===== config.mk =====
export PLATFORM = sky130hd
export DESIGN_NAME = pair_detect_ctrl
export DESIGN_NICKNAME = d
export VERILOG_FILES = /design/src/rtl/pair_detect_pkg.sv /design/src/rtl/chan_debounce.sv /design/src/rtl/pair_detect_ctrl.sv
export SDC_FILE = /design/constraint.sdc
export NUM_CORES = 1
export LEC_CHECK = 0
export ABC_CLOCK_PERIOD_IN_PS = 2950
export BUFFER_PORTS_ARGS = -buffer_cell sky130_fd_sc_hd__buf_2
export CORE_MARGIN = 2
export CORE_UTILIZATION = 38
export CTS_BUF_LIST = sky130_fd_sc_hd__clkbuf_4
export DETAILED_ROUTE_END_ITERATION = 12
export PLACE_DENSITY = 0.66
export SETUP_SLACK_MARGIN = 0.02
export SLEW_MARGIN = 20
export SYNTH_ARGS = -nofsm -noshare
export SYNTH_HDL_FRONTEND = slang
export SYNTH_SLANG_ARGS = --single-unit

===== constraint.sdc =====
create_clock -name clk -period 2.95 [get_ports clk]
set_clock_uncertainty 0.1 [all_clocks]
set_input_delay 0.295 -clock clk [delete_from_list [all_inputs] [get_ports clk]]
set_output_delay 0.295 -clock clk [all_outputs]
set_load 0.05 [all_outputs]

===== src/rtl/pair_detect_pkg.sv =====
// Shared encodings and helpers for the pair detector controller.
package pair_detect_pkg;

  typedef enum logic [1:0] {
    ST_IDLE   = 2'b00,
    ST_ACTIVE = 2'b01,
    ST_ALARM  = 2'b10
  } state_t;

  localparam int unsigned MODE_ANY = 0;
  localparam int unsigned MODE_ALL = 1;

  function automatic int unsigned clog2(input int unsigned v);
    int unsigned r;
    r = 0;
    for (int unsigned i = 0; i < 32; i++) begin
      if ((64'(1) << i) < 64'(v)) r = i + 1;
    end
    return r;
  endfunction

endpackage


===== src/rtl/chan_debounce.sv =====
// One input channel: 2-flop synchroniser followed by a mismatch-run debouncer.
module chan_debounce
  import pair_detect_pkg::*;
#(
  parameter int unsigned DEB_CYCLES = 4
) (
  input  logic clk,
  input  logic rst_n,
  input  logic din,
  output logic dout
);

  logic sync1, sync2;

  always_ff @(posedge clk or negedge rst_n) begin
    if (!rst_n) begin
      sync1 <= 1'b0;
      sync2 <= 1'b0;
    end else begin
      sync1 <= din;
      sync2 <= sync1;
    end
  end

  generate
    if (DEB_CYCLES == 0) begin : g_nodeb
      assign dout = sync2;
    end else begin : g_deb
      localparam int unsigned CW = clog2(DEB_CYCLES + 1);
      logic [CW-1:0] cnt;
      logic          stable;

      // Stable flips only after DEB_CYCLES consecutive mismatching samples.
      always_ff @(posedge clk or negedge rst_n) begin
        if (!rst_n) begin
          cnt    <= '0;
          stable <= 1'b0;
        end else if (sync2 != stable) begin
          if (cnt == CW'(DEB_CYCLES - 1)) begin
            stable <= sync2;
            cnt    <= '0;
          end else begin
            cnt <= cnt + CW'(1);
          end
        end else begin
          cnt <= '0;
        end
      end

      assign dout = stable;
    end
  endgenerate

endmodule


===== src/rtl/pair_detect_ctrl.sv =====
// Debounced H/B pair detector with hold-time alarm and saturating event counter.
module pair_detect_ctrl
  import pair_detect_pkg::*;
#(
  parameter int unsigned N_H         = 2,
  parameter int unsigned N_B         = 2,
  parameter int unsigned DEB_CYCLES  = 4,
  parameter int unsigned HOLD_CYCLES = 8,
  parameter int unsigned MODE        = 0,
  parameter int unsigned CNT_W       = 8
) (
  input  logic             clk,
  input  logic             rst_n,
  input  logic [N_H-1:0]   H,
  input  logic [N_B-1:0]   B,
  input  logic             Ack,
  input  logic             Clr_cnt,
  output logic             P,
  output logic             Alarm,
  output logic [CNT_W-1:0] Event_cnt,
  output logic [1:0]       State
);

  localparam int unsigned HW = clog2(HOLD_CYCLES + 1);

  logic [N_H-1:0] h_stable;
  logic [N_B-1:0] b_stable;
  logic           det;
  logic           p_d;
  state_t         state, next_state;
  logic [HW-1:0]  hold_cnt, hold_next;

  generate
    for (genvar i = 0; i < N_H; i++) begin : g_h
      chan_debounce #(.DEB_CYCLES(DEB_CYCLES)) u_deb (
        .clk  (clk),
        .rst_n(rst_n),
        .din  (H[i]),
        .dout (h_stable[i])
      );
    end
    for (genvar i = 0; i < N_B; i++) begin : g_b
      chan_debounce #(.DEB_CYCLES(DEB_CYCLES)) u_deb (
        .clk  (clk),
        .rst_n(rst_n),
        .din  (B[i]),
        .dout (b_stable[i])
      );
    end
  endgenerate

  always_comb begin
    if (MODE == MODE_ALL) det = (&h_stable) & (&b_stable);
    else                  det = (|h_stable) & (|b_stable);
  end

  // A single-cycle hold requirement alarms on the very edge IDLE sees P high.
  always_comb begin
    next_state = state;
    hold_next  = hold_cnt;
    case (state)
      ST_IDLE: begin
        if (P) begin
          hold_next  = HW'(1);
          next_state = (HOLD_CYCLES == 1) ? ST_ALARM : ST_ACTIVE;
        end
      end
      ST_ACTIVE: begin
        if (P) begin
          hold_next = hold_cnt + HW'(1);
          if (hold_next == HW'(HOLD_CYCLES)) next_state = ST_ALARM;
        end else begin
          hold_next  = '0;
          next_state = ST_IDLE;
        end
      end
      ST_ALARM: begin
        if (Ack && !P) begin
          hold_next  = '0;
          next_state = ST_IDLE;
        end
      end
      default: begin
        hold_next  = '0;
        next_state = ST_IDLE;
      end
    endcase
  end

  always_ff @(posedge clk or negedge rst_n) begin
    if (!rst_n) begin
      state     <= ST_IDLE;
      hold_cnt  <= '0;
      Alarm     <= 1'b0;
      P         <= 1'b0;
      p_d       <= 1'b0;
      Event_cnt <= '0;
    end else begin
      state    <= next_state;
      hold_cnt <= hold_next;
      Alarm    <= (next_state == ST_ALARM);
      P        <= det;
      p_d      <= P;
      if (Clr_cnt)                             Event_cnt <= '0;
      else if (P && !p_d && (Event_cnt != '1)) Event_cnt <= Event_cnt + CNT_W'(1);
    end
  end

  assign State = state;

endmodule


==> results.toml <==
[power_and_ir_drop]
internal_power_mw = 0.976
clkPwrFrac_pct = 18.4
combPwrFrac_pct = 28.2
seqPwrFrac_pct = 53.3
swShare_pct = 36.2
max-vdd-ir-drop_mv = 0.438
cellLeakagePower_nw = 0.919
switchingPower_mw = 0.554
power_density_nw_per_um2 = 762

[route]
drt-vias-per-instance = 5.45
vias = 1227
drc = 0
finalWirelength_um = 2920
dr.pass1.iters = 5
initialDrtViolationCount = 35
wl_per_cell_um = 13.0
ant_nets = 0

[critical_path]
path_cells = "buf_2"
start_kind = "register"
required_ns = 2.56
critPathBufInv = 1
cp-end-kind = "output port"
reg2reg_slack_ns = 1.24
cp.arrival_ns = 1.33
crit_fanout = 14
slowest_delay_ns = 0.63
r2r_cells = 4
r2r-start = "Event_cnt[0]$_DFFE_PN0P_"
crit_family = "flip-flops"
r2r_end = "Event_cnt[0]$_DFFE_PN0P_"
crit_type = "register to output port"
cp_slowest_cell = "dfrtp_1"
crit_cells = 1

[timing]
fin_ws_ns = 1.22
period_share_pct = 58.5
relSlewSlack_pct = 41.9
rsz0062_at_grt = "no"
totalNegativeSetupSlack_ns = 0
fmax_mhz = 579
slew_viol_final = 0
tightest_slew_ns = 0.871
setup_viol = 0
min_period_ns = 1.73
finalHoldViolCount = 0

[clock_network]
cts.sinks = 41
cts-root-buf = "clkbuf_4"
clkTransAtPathRegs_ns = 0.13
clk_path_buf_depth = 2
cts_tree = "built"
htree_levels = 2
clk_latency_ns = 0.35
cts_resized = 0
cts_buffers = 5

[logic_synthesis]
synthArstFlopShare_pct = 100
synth_seq_area_share_pct = 58.4
yosys-top-cells-area = "dfrtp_1 58%, ha_1 4.3%, nor3b_1 3.4%"
synthXorXnorAreaFrac_pct = 1.99
synth_area_per_cell_um2 = 12.1
synth_common_cells = "41 x dfrtp_1, 10 x nand2_1, 9 x nor2b_1"
synth-edff-count = 0
yosysMostFrequentCell = "dfrtp_1"
ys_types = 46
synth_area_leader_cell = "dfrtp_1"
muxShareOfSynthArea_pct = 4.34
yosys.area_share.adder_pct = 4.27
synthSimpleGateAreaFrac_pct = 19.3
yosysWarnings = 0
syn-num-nets = 159
synth_top_family_by_area = "simple AND/OR/NAND/NOR gates"
synth_compound_area_share_pct = 9.89
synth_top_flop_cell = "dfrtp_1"
syn_inst = 145
synth.top_cell.area_share_pct = 58.4
ys_ff_latch = 41
netlist_area_um2 = 1760

[global_routing]
grt_pass1_wl_um = 5250
grt.total_usage_pct = 13.1
antenna_found_initial = 0
grt_pass1_vias = 1235
grt_overflow = 0
grt_start_max_net_pins = 42

[min_path]
holdPathStages = 2
min_path_type = "primary input to register"
hold_start = "Clr_cnt"
whs_endpoint = "Event_cnt[5]$_DFFE_PN0P_"

[floorplanning]
pin_count = 20
initial_core_util_pct = 39.8
core_um2 = 4410
dieWidth_um = 72.0
die_y_um = 72.0
placementRows = 24
die_area_um2 = 5190

[job]
cap_violations = 0

[placed_design]
port_buffers = 19
gp_congestion = 0.876
hpwl_um = 2110
post-place-ws_ns = 1.26

[finish]
fin_nets = 186
antenna_cells = 0
area_delta_synth_final_pct = 14.2
layout-drive-gt1-share_pct = 18.5

[run_status]
status = "complete, no violations"
routing by layer:
metal | part of all wire, % | up-vias | global-route usage, %
met1 | 43 | 591 | 15.3
li1 | - | 585 | -
met5 | 0 | - | 0
met3 | 6.0 | 8 | 4.72
met2 | 49 | 43 | 22.2
met4 | 1.8 | 0 | 4.82
registers in the layout (all words and copies together) (netlist names), 2 cells and up:
| signal | count |
|---|---|
| g_b.u_deb.sync1 | 2 |
| State | 2 |
| g_h.u_deb.sync1 | 2 |
| g_b.u_deb.sync2 | 2 |
| g_b.u_deb.g_deb.cnt | 6 |
| g_h.u_deb.sync2 | 2 |
| Event_cnt | 8 |
| g_b.u_deb.dout | 2 |
| g_h.u_deb.dout | 2 |
| hold_cnt | 4 |
| g_h.u_deb.g_deb.cnt | 6 |
cell usage in the layout (no fill, tap or decap), drive strengths merged, types with 2 or more instances in the layout:
master       netlist  layout
a211oi             2       2
a21boi             2       2
a21oi              5       5
a31oi              2       2
and2b              2       2
and3b              2       2
buf                3      19
clkbuf             1       5
clkinv             0       3
dfrtp             41      41
dlygate4sd3        0       5
ha                 6       6
inv                3       3
mux2               5       5
mux2i              2       2
nand2             10      10
nand2b             3       3
nand3              3       3
nor2b              9       9
nor3               6       6
nor3b              8       8
o211ai             2       2
o21ai              4       4
or3                2       2
xnor2              4       4
timing repair:
item | CTS | global route
endpoints found under the hold margin | 45 | 0
setup buffers | 0 | 0
endpoints found under the setup margin | 0 | 0
hold buffers | 5 | 0
layout make-up:
type	count	area, um2
Multi-Input combinational cell	97	699
Tap cell	52	65.1
Fill cell	417	2410
Clock buffer	5	37.5
Clock inverter	3	22.5
Inverter	3	11.3
Timing Repair Buffer	24	145
Sequential cell	41	1030
cell families (layout without fill, tap and decap cells):
| logic type | count (synthesis) | after routing |
|---|---|---|
| AOI/OAI and AO/OA | 25 | 25 |
| muxes | 7 | 7 |
| buffers and inverters | 7 | 35 |
| DFF | 41 | 41 |
| and+or+nand+nor | 55 | 55 |
| adders and majority gates | 6 | 6 |
| xor gates and xnor gates | 4 | 4 |
power by group through the flow:
stage	combinational, mW	clock, mW	sequential, mW
after detailed placement	0.434	0	0.828
after global placement	0.413	0	0.814
after global routing	0.487	0.323	0.839
after floorplan	0.285	0	0.865
after CTS	0.439	0.296	0.817
final	0.432	0.282	0.816
worst max path at each step:
stage | endpoint | from | slack, ns
2_1_floorplan | Event_cnt[0]$_DFFE_PN0P_ | Event_cnt[0]$_DFFE_PN0P_ | 1.04
3_3_place_gp | Event_cnt[0]$_DFFE_PN0P_ | Event_cnt[0]$_DFFE_PN0P_ | 1.32
3_5_place_dp | Event_cnt[0]$_DFFE_PN0P_ | Event_cnt[0]$_DFFE_PN0P_ | 1.26
4_1_cts | P | P$_DFF_PN0_ | 1.21
5_1_grt | P | P$_DFF_PN0_ | 1.14
6_report | P | P$_DFF_PN0_ | 1.22
stage by stage:
| step | hold WS [ns] | cell area [um2] | utilization, % | power [mW] | std cells |
|---|---|---|---|---|---|
| 2_1_floorplan | -0.101 | 1760 | - | 1.15 | 145 |
| 3_3_place_gp | 0.233 | 1900 | 43.0 | 1.23 | 212 |
| 3_5_place_dp | 0.243 | 1900 | 43.0 | 1.26 | 212 |
| 4_1_cts | 0.0715 | 2010 | 45.5 | 1.55 | 225 |
| 5_1_grt | 0.0800 | 2010 | 45.5 | 1.65 | 225 |
| 6_report | 0.0934 | 2010 | 45.5 | 1.53 | 225 |
No activity file was read; power rests on OpenSTA's default activity.
